`src/rtl/cva5_types.sv`:
```
// Shared types for the fetch -> decode instruction queue.
// Latency: n/a (types only).
// Backpressure: n/a (types only).
package cva5_types;

  // Core-default widths for the instruction ID and the fetch exception code.
  localparam int FQ_ID_WIDTH    = 3;
  localparam int FQ_ECODE_WIDTH = 5;

  // One queued fetch: PC, instruction word, ID and fetch metadata.
  typedef struct packed {
    logic [31:0]               pc;
    logic [31:0]               instruction;
    logic [FQ_ID_WIDTH-1:0]    id;
    logic                      ok;
    logic [FQ_ECODE_WIDTH-1:0] error_code;
  } fetch_queue_entry_t;

  // Payload width of one entry for arbitrary ID / exception-code widths.
  function automatic int fq_entry_width(input int id_w, input int ecode_w);
    return 32 + 32 + id_w + 1 + ecode_w;
  endfunction

endpackage

```
`src/rtl/fetch_queue_storage.sv`:
```
// Simple dual-port entry memory: one synchronous write port, one asynchronous read port.
// Latency: a write lands at the clock edge; the read port reflects it from the next cycle.
// Backpressure: none; the caller owns all flow control. Contents have no reset.
module fetch_queue_storage #(
  parameter int DEPTH = 4,
  parameter int WIDTH = 73
) (
  input  logic                     clk,
  input  logic                     we_i,
  input  logic [$clog2(DEPTH)-1:0] waddr_i,
  input  logic [WIDTH-1:0]         wdata_i,
  input  logic [$clog2(DEPTH)-1:0] raddr_i,
  output logic [WIDTH-1:0]         rdata_o
);

  logic [WIDTH-1:0] mem_q [DEPTH];

  // Write the addressed entry only when a push is accepted.
  always_ff @(posedge clk) begin
    if (we_i) begin
      mem_q[waddr_i] <= wdata_i;
    end
  end

  // Asynchronous read of the entry at the read address.
  always_comb begin
    rdata_o = mem_q[raddr_i];
  end

endmodule

```
`src/rtl/fetch_decode_queue.sv`:
```
// Elastic FIFO of fetched instructions feeding decode; flush drops every entry.
// Latency: an entry pushed in cycle N is at the head in cycle N+1 (no bypass).
// Backpressure: fetch_ready = not full from registered state only; a pop does not free a slot the same cycle.
module fetch_decode_queue
  import cva5_types::*;
#(
  parameter int DEPTH       = 4,
  parameter int ID_WIDTH    = FQ_ID_WIDTH,
  parameter int ECODE_WIDTH = FQ_ECODE_WIDTH
) (
  input  logic                       clk,
  input  logic                       rst,
  input  logic                       flush,
  input  logic                       fetch_valid,
  output logic                       fetch_ready,
  input  logic [31:0]                fetch_pc,
  input  logic [31:0]                fetch_instruction,
  input  logic [ID_WIDTH-1:0]        fetch_id,
  input  logic                       fetch_ok,
  input  logic [ECODE_WIDTH-1:0]     fetch_error_code,
  output logic                       decode_valid,
  output logic [31:0]                decode_pc,
  output logic [31:0]                decode_instruction,
  output logic [ID_WIDTH-1:0]        decode_id,
  output logic                       decode_ok,
  output logic [ECODE_WIDTH-1:0]     decode_error_code,
  input  logic                       decode_advance,
  output logic [$clog2(DEPTH):0]     occupancy
);

  localparam int PW      = $clog2(DEPTH);
  localparam int CW      = $clog2(DEPTH) + 1;
  localparam int ENTRY_W = fq_entry_width(ID_WIDTH, ECODE_WIDTH);

  // Same layout as fetch_queue_entry_t, but sized by this instance's parameters.
  typedef struct packed {
    logic [31:0]            pc;
    logic [31:0]            instruction;
    logic [ID_WIDTH-1:0]    id;
    logic                   ok;
    logic [ECODE_WIDTH-1:0] error_code;
  } entry_t;

  logic [PW-1:0] wr_ptr_q, wr_ptr_d;
  logic [PW-1:0] rd_ptr_q, rd_ptr_d;
  logic [CW-1:0] count_q, count_d;
  logic          push;
  logic          pop;
  entry_t        wr_entry;
  entry_t        rd_entry;

  assign fetch_ready  = (count_q != CW'(DEPTH));
  assign decode_valid = (count_q != '0);
  assign occupancy    = count_q;

  // Handshakes; flush suppresses both sides in its cycle.
  assign push = fetch_valid & fetch_ready & ~flush;
  assign pop  = decode_advance & decode_valid & ~flush;

  // Pack the incoming fetch into one storage word.
  always_comb begin
    wr_entry             = '0;
    wr_entry.pc          = fetch_pc;
    wr_entry.instruction = fetch_instruction;
    wr_entry.id          = fetch_id;
    wr_entry.ok          = fetch_ok;
    wr_entry.error_code  = fetch_error_code;
  end

  fetch_queue_storage #(
    .DEPTH (DEPTH),
    .WIDTH (ENTRY_W)
  ) u_storage (
    .clk     (clk),
    .we_i    (push),
    .waddr_i (wr_ptr_q),
    .wdata_i (wr_entry),
    .raddr_i (rd_ptr_q),
    .rdata_o (rd_entry)
  );

  assign decode_pc          = rd_entry.pc;
  assign decode_instruction = rd_entry.instruction;
  assign decode_id          = rd_entry.id;
  assign decode_ok          = rd_entry.ok;
  assign decode_error_code  = rd_entry.error_code;

  // Next-state for pointers and count; flush empties the queue and rewinds both pointers.
  always_comb begin
    wr_ptr_d = wr_ptr_q;
    rd_ptr_d = rd_ptr_q;
    count_d  = count_q;
    if (flush) begin
      wr_ptr_d = '0;
      rd_ptr_d = '0;
      count_d  = '0;
    end else begin
      if (push) wr_ptr_d = wr_ptr_q + PW'(1);
      if (pop)  rd_ptr_d = rd_ptr_q + PW'(1);
      count_d = count_q + CW'(push) - CW'(pop);
    end
  end

  // State registers with synchronous reset taking priority over flush.
  always_ff @(posedge clk) begin
    if (rst) begin
      wr_ptr_q <= '0;
      rd_ptr_q <= '0;
      count_q  <= '0;
    end else begin
      wr_ptr_q <= wr_ptr_d;
      rd_ptr_q <= rd_ptr_d;
      count_q  <= count_d;
    end
  end

endmodule

```
`config.mk`:
```
export PLATFORM = sky130hd
export DESIGN_NAME = fetch_decode_queue
export DESIGN_NICKNAME = d
export VERILOG_FILES = /design/src/rtl/cva5_types.sv /design/src/rtl/fetch_queue_storage.sv /design/src/rtl/fetch_decode_queue.sv
export SDC_FILE = /design/constraint.sdc
export NUM_CORES = 1
export LEC_CHECK = 0
export CAP_MARGIN = 20
export CORE_MARGIN = 2
export CORE_UTILIZATION = 55
export CTS_BUF_LIST = sky130_fd_sc_hd__clkbuf_8
export CTS_CLUSTER_DIAMETER = 30
export DETAILED_ROUTE_END_ITERATION = 6
export PLACE_DENSITY_LB_ADDON = 0.08
export REMOVE_ABC_BUFFERS = 1
export SLEW_MARGIN = 20
export SYNTH_ARGS = -nofsm -noshare
export SYNTH_HDL_FRONTEND = slang
export SYNTH_SLANG_ARGS = --single-unit
export TNS_END_PERCENT = 5
```
`constraint.sdc`:
```
create_clock -name clk -period 6.5 [get_ports clk]
set_input_delay 1.625 -clock clk [delete_from_list [all_inputs] [get_ports clk]]
set_output_delay 1.625 -clock clk [all_outputs]
set_load 0.01 [all_outputs]
```
After elaboration in Yosys (flattened, before gate mapping)
Memory sizes are Yosys's and may differ from the RTL's. A register that Yosys moved wholly into a read port is not among the register bits.
Cells that the tools add are included.
Word-level totals
  output and inout port bits: 78
  memories: 1
  bits in writable memories: 292
  register bits: 7
  logic and storage cells: 20
Operators by class
  bitwise logic cells: 5
  mux-type cells: 4
  eq/ne operators: 1
  reductions and logical operators: 2
  $add $sub $neg: 4
Memory list
  u_storage.mem_q: depth 4, bits a word 73, rd ports 1, clocked after memory_dff 1, wr ports 1, line fetch_queue_storage.sv:16  | logic [WIDTH-1:0] mem_q [DEPTH];
Operator list (count)
  $add A2 B1 Y2 const B: 2
  $and A1 B1 Y1: 4
  $mux W2: 2
  $add A3 B1 Y3: 1
  $ne A3 B3 Y1 const B: 1
  $reduce_bool A3 Y1: 1
  $sub A3 B1 Y3: 1
  $mux W1: 2
  $reduce_or A2 Y1: 1
  $not A1 Y1: 1

Depth between registers and ports, before layout
Gate-level depths: netlist of the first run.
  depth after elaboration: 5
  mapped depth: 12
  gate-level depth less buffers: 11

By module
From an unflattened synthesis of the first run, not the netlist that was laid out.
Unflattened totals
  cells, all modules: 423
  area, all modules: 11011.8 sq um
Modules (own cells, without submodules)
  fetch_queue_storage: times used 1, cells each 385, seq. area each 8768.4 sq um, area each 10639.0 sq um
  fetch_decode_queue: times used 1, cells each 38, seq. area each 140.1 sq um, area each 372.9 sq um

Least setup slack after synthesis of the first run
OpenSTA, ideal clock, no wires.
  path kind: input port to flip-flop
  start point: in flush
  end point: mem u_storage.mem_q[0][0], enable pin
  arrival time: 3.664 ns
  required time: 6.061 ns
  cell stages on the path: 3
  library setup time: 0.439 ns
  path slack: 2.397 ns
  path through: and3b_1 buf_6 and2_1
On the way
  word-level cells in the longest chain between the ends: 4
Ends and longest elaborated chain
  start, declared: line fetch_decode_queue.sv:13  | input logic flush,
  $not A1 Y1: line fetch_decode_queue.sv:57  | assign push = fetch_valid & fetch_ready & ~flush;
  $and A1 B1 Y1: line fetch_decode_queue.sv:57
  $mux W1: line fetch_queue_storage.sv:20  | if (we_i) begin
  $mux W1 (implied by the code): line fetch_queue_storage.sv:21  | mem_q[waddr_i] <= wdata_i;
  end, declared: line fetch_queue_storage.sv:16
No other way between the ends.

==> results of run 1 <==
-- synthesized netlist by cell type (2+ instances only) --
library cell	number
edfxtp_1	292
mux4_2	73
dfxtp_1	9
buf_1	7
buf_4	7
ha_1	6
inv_1	6
nand2_1	5
and2_1	4
mux2i_1	4
and2_2	2
nor3_1	2
or3_1	2
xnor2_1	2
-- through the flow --
| stage | cells | utilization, % |
|---|---|---|
| floorplan | 415 | - |
| detailed placement | 842 | 65.8 |
| finish | 934 | 71.3 |
| global route | 934 | 71.3 |
| CTS | 934 | 71.3 |
| global placement | 842 | 65.8 |
-- cell type report --
class	count	share of cell area (%)
Sequential cell	301	64.3
Multi-Input combinational cell	108	13.9
Timing Repair Buffer	162	11.5
Clock buffer	55	5.44
Tap cell	265	2.38
Clock inverter	37	2.26
Inverter	6	0.162
-- sequential cells by signal, summed over array words and instances, names as in the netlist, named ones only --
| register | count |
|---|---|
| wr_ptr_q | 2 |
| rd_ptr_q | 2 |
| u_storage.mem_q | 292 |
| occupancy | 3 |
-- cell families (layout without fill, tap and decap cells) --
family                   after synthesis  count (layout)  share of synthesized area (%)
AND/OR/NAND/NOR                       20              20                           1.07
AO/OA/AOI/OAI                          2               2                          0.114
buffers and inverters                 23             260                           1.11
flip-flops                           301             301                           81.4
XOR/XNOR                               2               2                          0.159
multiplexers                          77              77                           15.3
adder cells (fa/ha/maj)                7               7                          0.865
-- critical path, stage by stage (launching register included) --
cell,delay [ps]
dfxtp_4,980
buf_4,430
mux4_2,570
clkdlybuf4s50_1,500
-- worst max-delay path by stage --
stage,end,slack (ps),cells past startpoint
3_5_place_dp,decode_pc[0],2250,3
6_report,decode_pc[0],1840,3
2_1_floorplan,decode_error_code[0],1100,1
3_3_place_gp,decode_pc[0],2260,3
5_1_grt,decode_pc[0],1540,3
4_1_cts,decode_pc[0],1650,3
-- power breakdown --
part	internal [mW]	total, mW	leakage, nW	switching [mW]
registers	2.16	2.17	2.73	0.00872
clock network	1.02	1.73	0.590	0.709
logic	0.108	0.183	1.14	0.0757
-- metal layers --
metal  routed length [um]  GRT usage [%]  up-vias
met3                 1380           5.64       38
li1                     -              -     2251
met4                  408           6.81        0
met5                    0              0        -
met1                 8220           25.8     2672
met2                10000           32.9      178
==> flow_summary.yaml, run 1 <==
placed_design:
  numPortBuffers: 155
  globalplace.congestion: 0.702
  post_dp_cell_area_um2: 12800
  preCtsSetupSlack_ps: 2250
  hpwlAfterDp_mm: 11.7
worst_setup_path:
  worst-path-max-fanout: 48
  critPathKind: "reg -> out"
  arrival_ps: 3040
  r2r-end: "occupancy[2]"
  end_kind: "primary output"
  crit_path_start_kind: "register"
  reg2reg_from: "occupancy[1]"
  r2r_slack_ps: 3910
  rr_worst_depth: 10
  critPathRequiredTime_ps: 4880
clock_network:
  cts_setup_buffers: 0
  cts.hold.buffers_added: 0
  cts_made_buffers: 51
  ctsResizeCount: 0
  htreeDepth: 2
  insertion_delay_ps: 540
  clk_pin_slew_ps: 50
  cts_tree: "built"
  clkSinkCount: 301
  clockBufferDepth: 3
  cts_root_buf: "clkbuf_8"
sta:
  layout_setup_ws_ps: 1840
  whs_ps: 492
  slew_headroom_pct: 35.0
  setup_viol: 0
  rsz0062_at_grt: "false"
  hold_viol_final: 0
  finalMaxSlewViolations: 0
  max_freq_mhz: 215
  final.setup_skew_ps: 7.82
  tns_ps: 0
  finalCriticalPeriod_ps: 4660
  tightest_slew_ps: 975
  fin_crit_sh_pct: 71.7
synth:
  synth_seq_area_share_pct: 81.4
  yosys_warnings: 0
  synth_flop_cell: "edfxtp_1"
  synthArstFlopShare_pct: 0
  syn_avg_cell_area_um2: 25.5
  synth_edf_count: 292
  synth_top_cells_by_area: "edfxtp_1 (80%), mux4_2 (15%), dfxtp_1 (1.6%)"
  synth_cell_types: 25
  yosys.area.top_type: "edfxtp_1"
  synth-seq-cells: 301
  syn_area_um2: 11000
  synth_cells: 432
  synth.top_cell.area_share_pct: 79.7
floorplanning:
  rows: 51
  die_h_um: 145
  start_util_pct: 56.3
  die_w_um: 145
  fp.coreArea_um2: 19500
  die-area_um2: 21100
  io_pins: 156
drt:
  via_count: 5139
  routed_via_density: 5.50
  first_pass_iters: 4
  drc_errors: 0
  wl_mm: 20.0
  wl_per_cell_um: 21.5
  ant_nets: 0
  drt_iter0_markers: 247
finish:
  layout-area-overhead-vs-synth_pct: 26.6
  seqCellArea_um2: 8960
  fill_cells: 1207
  multi_input_area_um2: 1930
  drive_gt1_share_pct: 23.5
  nNetsFinal: 715
  final_common_cell: "edfxtp_1"
  fin_area_um2: 13900
  n_antenna_cell: 0
  final_cell_mix: "edfxtp_1 (292), clkdlybuf4s50_1 (155), mux4_2 (73)"
power_and_ir_drop:
  ir_drop_mv: 0.175
  p_per_area_nw_per_um2: 293
  power_mw: 4.08
  leakage_nw: 4.46
global_routing:
  grt_pass1_wl_mm: 32.1
  grt_max_degree: 51
  antenna_found_initial: 0
  grt-ovfl-total: 0
  grt_pass1_vias: 5846
  gr-usage-all-layers_pct: 19.9
status:
  outcome: "complete, no violations"
min_path:
  hold_start: "rd_ptr_q[1]"
  min_path_type: "reg -> reg"
  holdPathStages: 2
flow_run:
  max_cap_violations: 0
(Power assumes the default switching activity.)
==> run 2, diff against run 1 <==
Clock period 6.5 ns to 4.5 ns, I/O delays scaled along.
==> run 2 against run 1 <==
Total power rose by 39%. Via count is 1.3% lower. Non-clock buffer count up 1. Register-to-register slack got worse by 2000 ps. Sequential share of layout area increased by 0.087 points. Utilization fell by 0.096 points. Highest routed layer unchanged.
==> flow_summary.yaml, run 2 (synthesized netlist as in run 1, its figures left out) <==
floorplanning:
  start_util_pct: 56.3
  die_w_um: 145
  fp.coreArea_um2: 19500
  io_pins: 156
  die_h_um: 145
  rows: 51
  die-area_um2: 21100
global_routing:
  grt_max_degree: 41
  grt_pass1_vias: 5575
  grt_pass1_wl_mm: 31.0
  gr-usage-all-layers_pct: 19.4
  grt-ovfl-total: 0
  antenna_found_initial: 0
finish:
  n_antenna_cell: 0
  fill_cells: 1228
  seqCellArea_um2: 8960
  multi_input_area_um2: 1930
  regMostFlops: "u_storage.mem_q"
  drive_gt1_share_pct: 22.3
  largest_reg_flops: 292
  final_cell_mix: "edfxtp_1 (292), clkdlybuf4s50_1 (155), mux4_2 (73)"
  layout-area-overhead-vs-synth_pct: 26.4
  nNetsFinal: 714
  final_common_cell: "edfxtp_1"
worst_setup_path:
  arrival_ps: 2750
  critPathKind: "reg -> out"
  crit_path_start_kind: "register"
  worst-path-max-fanout: 39
  critPathRequiredTime_ps: 3380
  end_kind: "primary output"
drt:
  wl_mm: 20.0
  routed_via_density: 5.44
  drc_errors: 0
  drt_iter0_markers: 296
  via_count: 5073
  ant_nets: 0
  wl_per_cell_um: 21.5
  first_pass_iters: 5
sta:
  setup_viol: 0
  max_freq_mhz: 258
  layout_setup_ws_ps: 626
  hold_viol_final: 0
  tns_ps: 0
  finalCriticalPeriod_ps: 3870
  finalMaxSlewViolations: 0
  final.setup_skew_ps: 11.7
  slew_headroom_pct: 58.8
  tightest_slew_ps: 618
  fin_crit_sh_pct: 86.1
  rsz0062_at_grt: "false"
power_and_ir_drop:
  leakage_nw: 4.47
  ir_drop_mv: 0.271
  power_frac_comb_pct: 4.8
  seqPwrFrac_pct: 55.2
  cellInternalPower_mw: 4.57
  p_clk_share_pct: 40.1
  p_per_area_nw_per_um2: 409
  power.share.switching_pct: 19.5
  p_sw_mw: 1.11
placed_design:
  hpwlAfterDp_mm: 11.7
  preCtsSetupSlack_ps: 899
  globalplace.congestion: 0.688
  numPortBuffers: 155
clock_network:
  cts_root_buf: "clkbuf_8"
  clk_pin_slew_ps: 50
  cts_made_buffers: 49
  clockBufferDepth: 3
  cts_tree: "built"
  cts_setup_buffers: 0
  cts.hold.buffers_added: 0
  htreeDepth: 2
  ctsResizeCount: 0
  clkSinkCount: 301
  insertion_delay_ps: 540
min_path:
  min_path_type: "reg -> reg"
flow_run:
  max_cap_violations: 0
status:
  outcome: "complete, no violations"
## run 2: through the flow
stage               cell area [um2]  cells  hold WS, ps  utilization, %  total power [mW]
CTS                           13900    932          505            71.2              5.74
floorplan                     10900    415          465               -              3.28
global route                  13900    932          529            71.2              5.89
finish                        13900    932          500            71.2              5.68
detailed placement            12900    843          497            66.2              3.46
global placement              12900    843          479            66.2              3.45
## run 2: cell type report
| type | instances | share of cell area (%) |
|---|---|---|
| clock inverter | 37 | 1.83 |
| multi-input combinational | 108 | 13.9 |
| clock buffer | 52 | 5.15 |
| sequential | 301 | 64.4 |
| timing repair buffer | 163 | 12.1 |
| inverter | 6 | 0.162 |
| tap | 265 | 2.39 |
## run 2: power groups by stage
stage | combinational (mW) | clock, mW | sequential, mW
2_1_floorplan | 0.0839 | 0 | 3.19
4_1_cts | 0.274 | 2.33 | 3.13
3_3_place_gp | 0.264 | 0 | 3.19
6_report | 0.271 | 2.28 | 3.13
5_1_grt | 0.289 | 2.46 | 3.13
3_5_place_dp | 0.272 | 0 | 3.19
## run 2: worst paths after layout
| check | slack [ps] | to | cells after the start | startpoint |
|---|---|---|---|---|
| setup / recovery | 630 | decode_error_code[2] | 3 | register |
| hold / removal | 500 | wr_ptr_q[1] | 2 | wr_ptr_q[1] |
| setup reg to reg | 1930 | occupancy[2] | 11 | occupancy[2] |
| hold reg to reg | 500 | wr_ptr_q[1] | 2 | wr_ptr_q[1] |
## run 2: routing by layer
metal	vias to the layer above	global-route usage, %	wire length, um
met5	-	0	0
met2	177	32.2	9940
met4	0	6.27	392
met1	2619	24.5	8210
met3	32	6.33	1470
li1	2245	-	-
## run 2: worst max-delay path, cell delays in order (launching register included)
cell and delay [ps]:
dfxtp_4 710, buf_12 380, mux4_2 540, clkdlybuf4s50_1 540
==> run 3, diff against run 2 <==
Settings changed: SYNTH_HIERARCHICAL from default to 1.
==> run 3 against run 2 <==
Clock skew grew 5.5 ps. Synthesized cell count decreased by 2.1%. Global-route usage is 0.053 points lower. Final cell count fell by 0.32%. Register-to-register slack better by 70 ps. Sequential share of layout area is 0.58 points lower. Flip-flop and latch count decreased by 2. Non-clock buffer count grew 2. Critical path depth unchanged. Routed wire length is essentially flat. Via count is 0.65% higher.
==> flow_summary.yaml, run 3 <==
drt:
  wl_mm: 20.0
  routed_via_density: 5.50
  drt_iter0_markers: 272
  drc_errors: 0
  ant_nets: 0
  via_count: 5106
  wl_per_cell_um: 21.5
  first_pass_iters: 4
floorplanning:
  start_util_pct: 56.4
  rows: 51
  io_pins: 156
  die_h_um: 145
  die-area_um2: 21200
  die_w_um: 145
  fp.coreArea_um2: 19500
global_routing:
  grt_use_met1_pct: 24.4
  gr-usage-met3_pct: 5.45
  antenna_found_initial: 1
  top_usage_layer: "met2"
  globalRouteMet2Util_pct: 32.9
  gr-usage-all-layers_pct: 19.3
  grt_pass1_wl_mm: 31.3
  grt_max_degree: 40
  grt-ovfl-total: 0
  grt_pass1_vias: 5712
placed_design:
  hpwlAfterDp_mm: 11.6
  numPortBuffers: 155
  placed_cells: 836
  globalplace.congestion: 0.756
  preCtsSetupSlack_ps: 991
clock_network:
  clockBufferDepth: 3
  clkSinkCount: 299
  cts_made_buffers: 53
  htreeDepth: 2
  clk_pin_slew_ps: 50
  cts_setup_buffers: 0
  cts_root_buf: "clkbuf_8"
  cts_tree: "built"
  cts.hold.buffers_added: 0
  insertion_delay_ps: 560
  ctsResizeCount: 0
sta:
  slew_headroom_pct: 48.3
  hold_viol_final: 0
  tns_ps: 0
  final.setup_skew_ps: 17.2
  rsz0062_at_grt: "false"
  max_freq_mhz: 267
  layout_setup_ws_ps: 760
  fin_crit_sh_pct: 83.1
  tightest_slew_ps: 773
  finalCriticalPeriod_ps: 3740
  finalMaxSlewViolations: 0
  setup_viol: 0
finish:
  final_util_pct: 71.5
  nNetsFinal: 707
  layout-area-overhead-vs-synth_pct: 26.8
  drive_gt1_share_pct: 25.0
  regMostFlops: "u_storage/mem_q"
  fin_cells: 929
  largest_reg_flops: 292
  final_common_cell: "edfxtp_1"
  final_cell_mix: "edfxtp_1 (292), clkdlybuf4s50_1 (155), mux4_2 (72)"
worst_setup_path:
  end_kind: "primary output"
  arrival_ps: 2610
  worst-path-stages: 3
  slowest_delay_ps: 650
  crit_slowest_cell: "dfxtp_4"
  cp_top_family: "buffers and inverters"
  critPathRequiredTime_ps: 3380
  critPathKind: "reg -> out"
  worst-path-max-fanout: 31
  critPathBufInv: 2
  rr_worst_depth: 11
  cp_cell_sequence: "buf_12, mux4_1, clkdlybuf4s50_1"
  crit_path_start_kind: "register"
synth:
  synth_cells: 423
  synth_most_common_cell: "edfxtp_1"
  yosys_warnings: 6
  synth.top_cell.area_share_pct: 79.6
  synthArstFlopShare_pct: 0
  yosys.area.top_type: "edfxtp_1"
  synth-seq-cells: 299
  synthTopCellsByCount: "edfxtp_1 (292), mux4_2 (72), buf_12 (7), buf_2 (7), dfxtp_1 (7)"
  synth_top_cells_by_area: "edfxtp_1 (80%), mux4_2 (15%), buf_12 (1.3%)"
  synth_cell_types: 30
  synth_flop_cell: "edfxtp_1"
  synth_seq_area_share_pct: 80.9
  synth_edf_count: 292
  syn_area_um2: 11000
  syn_avg_cell_area_um2: 26.0
power_and_ir_drop:
  p_per_area_nw_per_um2: 421
  leakage_nw: 4.44
  ir_drop_mv: 0.282
  power_mw: 5.88
status:
  outcome: "complete, no violations"
min_path:
  min_path_type: "reg -> reg"
  holdPathStages: 2
flow_run:
  max_cap_violations: 0
==> run 3: changes by cell type after synthesis, moves of 3 or more <==
cell / previous run / this run
buf_1: 7 / 0
buf_12: 0 / 7
buf_2: 1 / 7
buf_4: 7 / 0
ha_1: 6 / 2
inv_1: 6 / 2
nand2_1: 5 / 2
==> run 3: where the power goes <==
part	internal, mW	switching (mW)	leakage (nW)	total [mW]
combinational	0.168	0.118	1.17	0.286
sequential	3.11	0.0141	2.71	3.12
clock	1.42	1.05	0.566	2.47
==> run 3: worst register-to-register path, delay by kind of cell (launching register included) <==
family                   cells  cell delay, ps
adder cells (fa/ha/maj)      3             820
buffers and inverters        2             120
AND/OR/NAND/NOR              4             710
flip-flops                   1             470
XOR/XNOR                     2             280
==> run 3: kinds of logic after synthesis <==
family          Yosys count  share of synthesized area (%)
fa+ha+maj                 3                          0.409
simple gates             21                           1.24
mux                      75                           15.1
flops                   299                           80.9
compound gates            2                          0.148
buf+inv                  19                           1.84
xor+xnor                  4                          0.318
==> run 3: layer usage <==
layer  share of wire [%]  up-vias
met3                 6.5       25
met1                  41     2678
li1                    -     2241
met2                  51      162
met4                 1.3        0
met5                   0        -
==> run 3: path summary, 6_finish.rpt <==
path,start,to,slack [ps]
hold / removal,wr_ptr_q[1],wr_ptr_q[1],550
hold reg to reg,wr_ptr_q[1],wr_ptr_q[1],550
setup reg to reg,occupancy[1],occupancy[2],2000
setup / recovery,rd_ptr_q[0],decode_pc[31],760
==> run 3: cell type report <==
type | instances | area (um2)
fill | 1216 | 5560
inverter | 2 | 7.51
timing repair buffer | 165 | 1730
clock buffer | 55 | 757
clock inverter | 37 | 304
antenna | 1 | 2.50
sequential | 299 | 8920
multi-input combinational | 105 | 1920
tap | 265 | 332
==> run 3: through the flow <==
stage          area, um2  hold slack, ps
3_5_place_dp       12900             539
3_3_place_gp       12900             514
4_1_cts            14000             554
6_report           14000             550
2_1_floorplan      10800             472
5_1_grt            14000             599
